[src/rtl/alu32_bit.sv]
// alu32_bit: MIPS execute-stage ALU-control decode, registered 32-bit ALU and a free combinational adder; ALU_EXT_OPS_EN adds XOR/SRA/SLTU.
// Latency: alu_ctrl/result/zero/overflow one cycle after sampling, add_sum combinational; no backpressure, one op per cycle.
module alu32_bit #(
    parameter int WIDTH = 32
) (
    input  logic             clk,
    input  logic             reset,
    input  logic [1:0]       alu_op,
    input  logic [5:0]       funct,
    input  logic [WIDTH-1:0] a,
    input  logic [WIDTH-1:0] b,
    input  logic [4:0]       shamt,
    output logic [3:0]       alu_ctrl,
    output logic [WIDTH-1:0] result,
    output logic             zero,
    output logic             overflow,
    input  logic [WIDTH-1:0] add_a,
    input  logic [WIDTH-1:0] add_b,
    output logic [WIDTH-1:0] add_sum
);

    localparam logic [3:0] OP_AND  = 4'b0000;
    localparam logic [3:0] OP_OR   = 4'b0001;
    localparam logic [3:0] OP_ADD  = 4'b0010;
    localparam logic [3:0] OP_XOR  = 4'b0011;
    localparam logic [3:0] OP_SUB  = 4'b0110;
    localparam logic [3:0] OP_SLT  = 4'b0111;
    localparam logic [3:0] OP_SLL  = 4'b1000;
    localparam logic [3:0] OP_SRL  = 4'b1001;
    localparam logic [3:0] OP_SRA  = 4'b1010;
    localparam logic [3:0] OP_SLTU = 4'b1011;
    localparam logic [3:0] OP_NOR  = 4'b1100;
    localparam logic [3:0] OP_NOP  = 4'b1111;

    logic [3:0]       ctrl_next;
    logic             signed_op;
    logic [WIDTH-1:0] add_res;
    logic [WIDTH-1:0] sub_res;
    logic             ovf_add;
    logic             ovf_sub;
    logic             slt_lt;
    logic [WIDTH-1:0] res_next;
    logic             ovf_next;

    // signed_op marks the trapping add/sub forms; the unsigned forms share the datapath
    always_comb begin
        ctrl_next = OP_NOP;
        signed_op = 1'b0;
        case (alu_op)
            2'b00: begin
                ctrl_next = OP_ADD;
                signed_op = 1'b1;
            end
            2'b01: begin
                ctrl_next = OP_SUB;
                signed_op = 1'b1;
            end
            2'b10: begin
                case (funct)
                    6'b100000: begin
                        ctrl_next = OP_ADD;
                        signed_op = 1'b1;
                    end
                    6'b100001: ctrl_next = OP_ADD;
                    6'b100010: begin
                        ctrl_next = OP_SUB;
                        signed_op = 1'b1;
                    end
                    6'b100011: ctrl_next = OP_SUB;
                    6'b100100: ctrl_next = OP_AND;
                    6'b100101: ctrl_next = OP_OR;
                    6'b100111: ctrl_next = OP_NOR;
                    6'b101010: ctrl_next = OP_SLT;
                    6'b000000: ctrl_next = OP_SLL;
                    6'b000010: ctrl_next = OP_SRL;
`ifdef ALU_EXT_OPS_EN
                    6'b100110: ctrl_next = OP_XOR;
                    6'b000011: ctrl_next = OP_SRA;
                    6'b101011: ctrl_next = OP_SLTU;
`endif
                    default:   ctrl_next = OP_NOP;
                endcase
            end
            default: ctrl_next = OP_NOP;
        endcase
    end

    assign add_res = a + b;
    assign sub_res = a - b;
    assign ovf_add = (a[WIDTH-1] == b[WIDTH-1]) && (add_res[WIDTH-1] != a[WIDTH-1]);
    assign ovf_sub = (a[WIDTH-1] != b[WIDTH-1]) && (sub_res[WIDTH-1] != a[WIDTH-1]);
    assign slt_lt  = ($signed(a) < $signed(b));

    always_comb begin
        res_next = '0;
        case (ctrl_next)
            OP_AND:  res_next = a & b;
            OP_OR:   res_next = a | b;
            OP_ADD:  res_next = add_res;
            OP_SUB:  res_next = sub_res;
            OP_SLT:  res_next = {{(WIDTH-1){1'b0}}, slt_lt};
            OP_NOR:  res_next = ~(a | b);
            OP_SLL:  res_next = b << shamt;
            OP_SRL:  res_next = b >> shamt;
`ifdef ALU_EXT_OPS_EN
            OP_XOR:  res_next = a ^ b;
            OP_SRA:  res_next = $signed(b) >>> shamt;
            OP_SLTU: res_next = {{(WIDTH-1){1'b0}}, (a < b)};
`endif
            default: res_next = '0;
        endcase
    end

    assign ovf_next = signed_op && (((ctrl_next == OP_ADD) && ovf_add) ||
                                    ((ctrl_next == OP_SUB) && ovf_sub));

    // zero derives from res_next so it lands on the same edge as result
    always_ff @(posedge clk) begin
        if (!reset) begin
            alu_ctrl <= 4'b0000;
            result   <= '0;
            zero     <= 1'b0;
            overflow <= 1'b0;
        end else begin
            alu_ctrl <= ctrl_next;
            result   <= res_next;
            zero     <= (res_next == '0);
            overflow <= ovf_next;
        end
    end

    assign add_sum = add_a + add_b;

endmodule

[config.mk]
export PLATFORM = sky130hd
export DESIGN_NAME = alu32_bit
export DESIGN_NICKNAME = d
export VERILOG_FILES = /design/src/rtl/alu32_bit.sv
export SDC_FILE = /design/constraint.sdc
export NUM_CORES = 1
export LEC_CHECK = 0
export ABC_CLOCK_PERIOD_IN_PS = 10000
export BUFFER_PORTS_ARGS = -buffer_cell sky130_fd_sc_hd__buf_2
export CAP_MARGIN = 10
export CORE_MARGIN = 4
export CORE_UTILIZATION = 60
export CTS_CLUSTER_DIAMETER = 80
export DETAILED_ROUTE_END_ITERATION = 7
export PLACE_DENSITY = 0.94
export SYNTH_ARGS = -nofsm -noshare
export SYNTH_HDL_FRONTEND = slang
export SYNTH_SLANG_ARGS = --single-unit
[constraint.sdc]
create_clock -name clk -period 10 [get_ports clk]
set_clock_uncertainty 0.05 [all_clocks]
set_input_delay 0.5 -clock clk [delete_from_list [all_inputs] [get_ports clk]]
set_output_delay 0.5 -clock clk [all_outputs]
set_load 0.02 [all_outputs]
== After elaboration in Yosys (flattened, before gate mapping) ==
Index checks and enable logic that the tools add are counted.

* Bitwise gates (word level): 3
* Eq/ne operators: 22
* Add/sub/neg operators: 3
* Muxes and demuxes: 5
* Shifts and indexed selects: 2
* $lt $le $gt $ge: 1
* Reduce and logical (&&, ||, !) cells: 14

{| class="wikitable"
|+ Operators by type and width
! operator !! number
|-
| 32-bit one-hot mux with 8 select lines || 1
|-
| 32-bit adder || 2
|-
| 6-bit equality test, second input constant || 8
|-
| 32-bit AND || 1
|-
| 32-bit zero test || 1
|-
| 32-bit < comparator || 1
|-
| 32-bit NOT || 1
|-
| 32-bit bitwise OR || 1
|-
| 4-bit one-hot mux with 8 select lines || 1
|-
| 32-bit by 5-bit left shift with 32-bit output || 1
|-
| 32-bit by 5-bit right shift with 32-bit output || 1
|-
| 32-bit subtractor || 1
|-
| 4-bit equality test, second input constant || 3
|-
| 4-bit one-hot mux with 3 select lines || 1
|-
| 4-bit by 3-bit equality test with 1-bit output, second input constant || 2
|-
| 2-bit OR reduction || 4
|-
| 6-bit by 2-bit equality test with 1-bit output, second input constant || 1
|-
| 6-bit zero test || 1
|-
| 1-bit logical AND || 5
|-
| 4-bit by 1-bit equality test with 1-bit output, second input constant || 1
|-
| 4-bit by 2-bit equality test with 1-bit output, second input constant || 1
|-
| 4-bit zero test || 1
|-
| 1-bit inequality test || 3
|-
| 2-bit by 1-bit equality test with 1-bit output, second input constant || 1
|-
| other kinds (6) || 6
|}

* Register bits: 38
* Output and inout port bits: 70
* Input bits: 143

== Depth between registers and ports, before layout ==
Gate-level depths: netlist of run 1.

* Word-level depth: 8
* Depth in mapped cells: 17

== Worst setup path before layout of run 1 ==
No wires, ideal clock.

* Path kind: in2out
* From: input port add_a[0]
* To: output port add_sum[30]
* Path slack: 5911 ps
* Cell stages on the path: 15
* Data arrival time: 3539 ps
* Buffers on the path: 0
* Data required time: 9450 ps
* Cells stage by stage: ha_1 -> inv_1 -> fa_1 -> nor2b_1 -> o2111ai_1 -> a311oi_1 -> a311oi_2 -> a21oi_1 -> a41oi_2 -> a211oi_1 -> a41o_1 -> or4_1 -> a31o_1 -> a21oi_1 -> xnor2_1

* Word-level cells in the longest chain between the ends: 1

{| class="wikitable"
|+ Ends and longest elaborated chain
! what !! line !! text
|-
| from (decl) || 17 || <nowiki>input logic [WIDTH-1:0] add_a,</nowiki>
|-
| 32-bit adder || 132 || <nowiki>assign add_sum = add_a + add_b;</nowiki>
|-
| to (decl) || 19 || <nowiki>output logic [WIDTH-1:0] add_sum</nowiki>
|}

Every way passes these cells.

== Worst setup path in the final report of run 1 ==
* From: input port shamt[1]
* To: register zero

* Word-level cells in the longest chain between the ends: 3

{| class="wikitable"
|+ Ends and longest elaborated chain
! what !! line !! text
|-
| from (decl) || 12 || <nowiki>input logic [4:0] shamt,</nowiki>
|-
| 32-bit by 5-bit right shift with 32-bit output or 32-bit by 5-bit left shift with 32-bit output (tied branches) || 104, 103 ||
|-
| 32-bit one-hot mux with 8 select lines * || 96 || <nowiki>case (ctrl_next)</nowiki>
|-
| 32-bit zero test * || 127 || <nowiki>zero <= (res_next == '0);</nowiki>
|-
| to (signal assigned) || 127 ||
|-
| to (decl) || 15 || <nowiki>output logic zero,</nowiki>
|}

Mark *: on every way between the ends. The rest lies on a longest branch, timed or not.
A chain may end at the register's enable or synchronous reset.

==> results of run 1 <==
==> final timing paths <==
kind                  start                     end  slack, ns  depth (start not counted)
hold / removal    alu_op[1]  alu_ctrl[0]$_SDFF_PN0_       0.56                          3
setup / recovery   shamt[1]         zero$_SDFF_PN0_       5.03                         13
==> kinds of logic (layout without fill, tap and decap cells) <==
group | after synthesis | in the layout | synth area share, %
flip-flops | 38 | 38 | 6.31
AND/OR/NAND/NOR | 546 | 546 | 21.6
XOR/XNOR | 44 | 44 | 3.20
adder cells (fa/ha/maj) | 130 | 130 | 13.7
multiplexers | 119 | 119 | 14.4
AO/OA/AOI/OAI | 567 | 567 | 32.9
buffers and inverters | 224 | 343 | 7.85
==> metal layers <==
metal  GRT usage (%)  part of all wire [%]
met5               0                     0
met4            22.1                   6.5
met3            13.0                    16
met2            64.3                    41
met1            58.0                    36
==> final cells by class <==
cell class | count | area (sq um)
fill | 1757 | 6440
timing repair buffer | 225 | 1160
inverter | 111 | 417
sequential | 38 | 761
tap | 265 | 332
multi-input combinational | 1406 | 10300
clock inverter | 2 | 10.0
clock buffer | 5 | 125
==> per-stage QoR <==
stage          instances  hold slack, ns
6_report            2052           0.556
5_1_grt             2052           0.570
4_1_cts             2052           0.544
3_5_place_dp        2045           0.844
3_3_place_gp        2045           0.832
2_1_floorplan       1668           0.689
==> cells in the final DEF (no fill, tap or decap), drive strengths merged, types with 7 or more instances in the layout <==
master,netlist,routed
o21a,10,10
a221oi,15,15
nand4,14,14
a2111oi,10,10
nand3,34,34
ha,127,127
nor2,200,200
a221o,12,12
buf,55,225
o31ai,15,15
and2,17,17
o211ai,28,28
mux4,42,42
a22oi,16,16
o22ai,23,23
o21ai,85,85
o221ai,19,19
or3,14,14
nand2b,25,25
a311oi,9,9
nor3,48,48
nand2,127,127
nor2b,17,17
nor4,12,12
a21o,25,25
a21boi,7,7
inv,111,111
o21bai,11,11
mux2i,64,64
a31oi,28,28
a21oi,137,137
xnor2,34,34
xor2,10,10
a211o,10,10
dfxtp,38,38
a211oi,40,40
mux2,13,13
o2111ai,8,8
==> flip-flops by register name, indices dropped and copies added, names as in the netlist <==
| signal | count |
|---|---|
| overflow | 1 |
| result | 32 |
| alu_ctrl | 4 |
| zero | 1 |
==> power by group through the flow <==
stage | Sequential, mW | Clock [mW] | Combinational, mW
6_report | 0.166 | 0.159 | 0.796
5_1_grt | 0.167 | 0.163 | 0.838
4_1_cts | 0.166 | 0.160 | 0.762
3_5_place_dp | 0.169 | 0 | 0.758
3_3_place_gp | 0.169 | 0 | 0.745
2_1_floorplan | 0.186 | 0 | 0.509
==> impl_metrics.tcl, run 1 <==
set metrics [dict create \
    outcome "finished, final reports clean" \
    viasPerCell 7.30 \
    synthToLayoutAreaGrowth_pct 9.14 \
    synth_commonest_cells "nor2_1 (200), a21oi_1 (137), ha_1 (127), nand2_1 (127), inv_1 (110)" \
    synthTopCellsByArea "ha_1 (13%), mux4_2 (7.7%), dfxtp_1 (6.3%), nor2_1 (6.2%), a21oi_1 (5.7%)" \
    synth_area_per_cell_sq_um 7.22 \
    grt_overflow 0 \
    p_switching_mw 0.584 \
    synth_seq_cells 38 \
    port_buffers 212 \
    first_pass_iters 7 \
    fin_util_pct 67.1 \
    hold_viol_final 0 \
    yosysSeqAreaShare_pct 6.31 \
    fin_crit_sh_pct 49.7 \
    clkSinkCount 38 \
    diodes 0 \
    numCtsBuffers 5 \
    drc 0 \
    placed_area_sq_mm 0.0130 \
    first_global_vias 13610 \
    ys_warn_count 0 \
    power_frac_comb_pct 71.1 \
    antenna_found_initial 0 \
    setup_viol 0 \
    cts_buffer_depth 2 \
    io_pins 213 \
    min_path_type "input pin to register" \
    grt_max_degree 78 \
    die-area_sq_mm 0.0224 \
    synth_flop_cell "dfxtp_1" \
    finalWeightedCongestion 1.11 \
    rsz0062_at_grt "no" \
    cts_root_buffer "clkbuf_16" \
    wl_per_cell_um 25.1 \
    p_leak_nw 5.85 \
    cts_tree "done" \
    maxCapViolCount 0 \
    clk_pin_slew_ns 0.06 \
    vias 14983 \
    initial_utilization_pct 61.5 \
    fmax_ghz 0.201 \
    slowest_delay_ns 0.86 \
    ant_nets 0 \
    cts_setup_buffers 0 \
    ctsResizeCount 0 \
    die_h_um 150 \
    drt-total-wl_um 51500 \
    hpwlAfterDp_um 39800 \
    relSlewSlack_pct 19.3 \
    tightest_slew_ns 1.21 \
    yosysMostFrequentCell "nor2_1" \
    internal-power_mw 0.537 \
    dp_slack_ns 4.99 \
    finalNetCount 2060 \
    setup-tns-final_ns 0 \
    async_flop_share_pct 0 \
    cp_num_buf_inv 2 \
    clockPowerShare_pct 14.1 \
    row_count 51 \
    syn_area_sq_mm 0.0120 \
    critPathTopFamily "simple AND/OR/NAND/NOR gates" \
    post-route-min-period_ns 4.97 \
    cts-htree-levels 2 \
    crit_chain "buf_4 -> buf_4 -> mux2i_1 -> o21ai_1 -> mux2i_1 -> o221ai_1 -> a311oi_1 -> and3_1 -> nand4_1 -> nor4_1 -> and4_1 -> nand4_1 -> nor4b_2" \
    synth_edf_count 0 \
    maxSlewViolCount 0 \
    synth_top_area_cell "ha_1" \
    peakVddDrop_v 0.0000537 \
    powerDensity_mw_per_mm2 85.3 \
    coreArea_sq_mm 0.0196 \
    drt-initial-drc-count 2858 \
    cp.arrival_ns 5.12 \
    yosys.cell_types.count 105 \
    netSwitchingFraction_pct 52.1 \
    syn_inst 1668 \
    drive_gt1_share_pct 17.9 \
    worstSetupStartpointType "input pin" \
    end_kind "register" \
    crit_type "input pin to register" \
    setup_ws_ns 5.03 \
    cp.required_ns 10.15 \
    seqPwrFrac_pct 14.8 \
    stdcell_area_sq_mm 0.0131 \
    holdBufCountCts 0 \
    path_max_fanout 75 \
    cpMaxStageDelayCell "buf_4" \
    synth_nets 1941 \
    grt_pass1_wl_um 76900 \
    yosysTopAreaCellShare_pct 13.2 \
    grt_usage_pct 43.7 \
    power.total_mw 1.12 \
    die_w_um 150 \
]
No activity file was read; power rests on OpenSTA's default activity.
==> inputs of run 2 (changes only) <==
==> config.mk (replaced) <==
export PLATFORM = sky130hd
export DESIGN_NAME = alu32_bit
export DESIGN_NICKNAME = d
export VERILOG_FILES = /design/src/rtl/alu32_bit.sv
export SDC_FILE = /design/constraint.sdc
export NUM_CORES = 1
export LEC_CHECK = 0
export ABC_CLOCK_PERIOD_IN_PS = 4200
export BUFFER_PORTS_ARGS = -buffer_cell sky130_fd_sc_hd__buf_2
export CAP_MARGIN = 10
export CORE_MARGIN = 4
export CORE_UTILIZATION = 54
export CTS_CLUSTER_DIAMETER = 80
export DETAILED_ROUTE_END_ITERATION = 7
export PLACE_DENSITY = 0.9
export SYNTH_ARGS = -nofsm -noshare
export SYNTH_HDL_FRONTEND = slang
export SYNTH_SLANG_ARGS = --single-unit
==> constraint.sdc (replaced) <==
create_clock -name clk -period 4.2 [get_ports clk]
set_clock_uncertainty 0.05 [all_clocks]
set_input_delay 0.21 -clock clk [delete_from_list [all_inputs] [get_ports clk]]
set_output_delay 0.21 -clock clk [all_outputs]
set_load 0.02 [all_outputs]
==> impl_metrics.tcl, run 2 (same netlist as run 1, synthesis figures left out) <==
set metrics [dict create \
    outcome "finished with violations" \
    violations "design-rule violations" \
    cpMaxStageDelayCell "a211oi_1" \
    wl_per_cell_um 24.9 \
    grt_max_degree 36 \
    fin_cells 2184 \
    antenna_found_initial 1 \
    viasPerCell 7.05 \
    fin_util_pct 64.8 \
    die-area_sq_mm 0.0248 \
    dp.cells 2175 \
    end_kind "register" \
    powerDensity_mw_per_mm2 208 \
    relSlewSlack_pct 19.2 \
    holdBufCountCts 0 \
    post-route-min-period_ns 4.03 \
    io_pins 213 \
    initial_utilization_pct 55.0 \
    vias 15393 \
    placed_area_sq_mm 0.0140 \
    cts_root_buffer "clkbuf_16" \
    final_cell_mix "buf_2 (210), nor2_1 (200), a21oi_1 (137)" \
    setup-tns-final_ns 0 \
    maxSlewViolCount 0 \
    netSwitchingFraction_pct 48.5 \
    coreArea_sq_mm 0.0219 \
    first_global_vias 14231 \
    ant_nets 0 \
    routed-wl-met3_um 8460 \
    path_max_fanout 9 \
    final_common_cell "buf_2" \
    p_leak_nw 6.46 \
    internal-power_mw 1.52 \
    drive_gt1_share_pct 23.1 \
    finalWeightedCongestion 1.16 \
    clkSinkCount 38 \
    top_layer "met5" \
    row_count 54 \
    diodes 0 \
    slowest_delay_ns 0.62 \
    die_w_um 157 \
    clockPowerShare_pct 17.9 \
    wl_met2_um 22300 \
    tightest_slew_ns 1.18 \
    drt-initial-drc-count 2325 \
    power.total_mw 2.95 \
    grt_overflow 0 \
    fmax_ghz 0.248 \
    p_switching_mw 1.43 \
    whs_ns 0.289 \
    fin_crit_sh_pct 96.1 \
    drt-total-wl_um 54400 \
    numCtsBuffers 5 \
    setup_ws_ns 0.165 \
    maxCapViolCount 0 \
    synthToLayoutAreaGrowth_pct 17.8 \
    cts-htree-levels 2 \
    met1_length_um 20800 \
    dp_slack_ns -0.0838 \
    setup_viol 0 \
    hpwlAfterDp_um 43900 \
    die_h_um 157 \
    largestRegisters "result (32), alu_ctrl (4)" \
    peakVddDrop_v 0.000142 \
    stdcell_area_sq_mm 0.0142 \
    hold_viol_final 0 \
    grt_usage_pct 42.5 \
    grt_pass1_wl_um 82400 \
    cts_tree "done" \
    power_frac_comb_pct 68.7 \
    top_register "result" \
    crit_chain "buf_2 -> inv_1 -> ha_1 -> inv_1 -> o2111ai_1 -> a211oi_1 -> o2111ai_1 -> nand3b_1 -> a311o_1 -> o2bb2ai_1 -> mux2_2 -> a211oi_1 -> and4_1 -> nand4_1 -> nor4b_2" \
    port_buffers 212 \
    largest_reg_flops 32 \
    clk_pin_slew_ns 0.06 \
    cp.arrival_ns 4.19 \
    finalNetCount 2176 \
    cp.required_ns 4.35 \
    drc 6 \
    seqPwrFrac_pct 13.4 \
    crit_type "input pin to register" \
    rsz0062_at_grt "no" \
    cts_buffer_depth 2 \
    min_path_type "input pin to register" \
    first_pass_iters 8 \
    worstSetupStartpointType "input pin" \
]
run 2: cell count changes in the layout (fill, tap and decap cells not counted), sizes merged:
cell	change
buf	+116
bufinv	+2
clkbuf	+1
clkinv	-2
run 2: worst max-delay path: cells and delay by family:
kind,cells,cell delay [ns]
AO/OA/AOI/OAI,6,1.98
AND/OR/NAND/NOR,4,0.85
buffers and inverters,3,0.50
adder cells (fa/ha/maj),1,0.36
multiplexers,1,0.27
run 2: path summary, 6_finish.rpt:
check	depth (start not counted)	start	slack, ns	to
worst max-delay path	15	b[4]	0.17	zero$_SDFF_PN0_
worst min-delay path	2	reset	0.29	result[26]$_SDFF_PN0_
run 2: repair_timing:
action	CTS	global route
endpoints found under the setup margin	0	2
resized for setup	0	4
buffers inserted	0	1
run 2: per-layer routing:
| layer | GRT usage (%) | up-vias |
|---|---|---|
| met1 | 57.8 | 7130 |
| met3 | 13.7 | 213 |
| met2 | 61.7 | 1301 |
| met4 | 17.9 | 2 |
| met5 | 0 | - |
| li1 | - | 6747 |
run 2: power by group through the flow:
stage | clock (mW) | combinational [mW] | sequential, mW
6_report | 0.527 | 2.02 | 0.396
5_1_grt | 0.543 | 2.15 | 0.398
4_1_cts | 0.528 | 1.94 | 0.396
3_5_place_dp | 0 | 1.93 | 0.404
3_3_place_gp | 0 | 1.91 | 0.403
2_1_floorplan | 0 | 1.21 | 0.443
run 2: cell type report:
| class | instances | area [sq um] |
|---|---|---|
| multi-input cells | 1406 | 10400 |
| fillers | 2049 | 7700 |
| repair buffers | 341 | 2110 |
| flip-flops and latches | 38 | 761 |
| inverters | 111 | 417 |
| well taps | 280 | 350 |
| clock buffers | 6 | 139 |
| clock inverters | 2 | 60.1 |
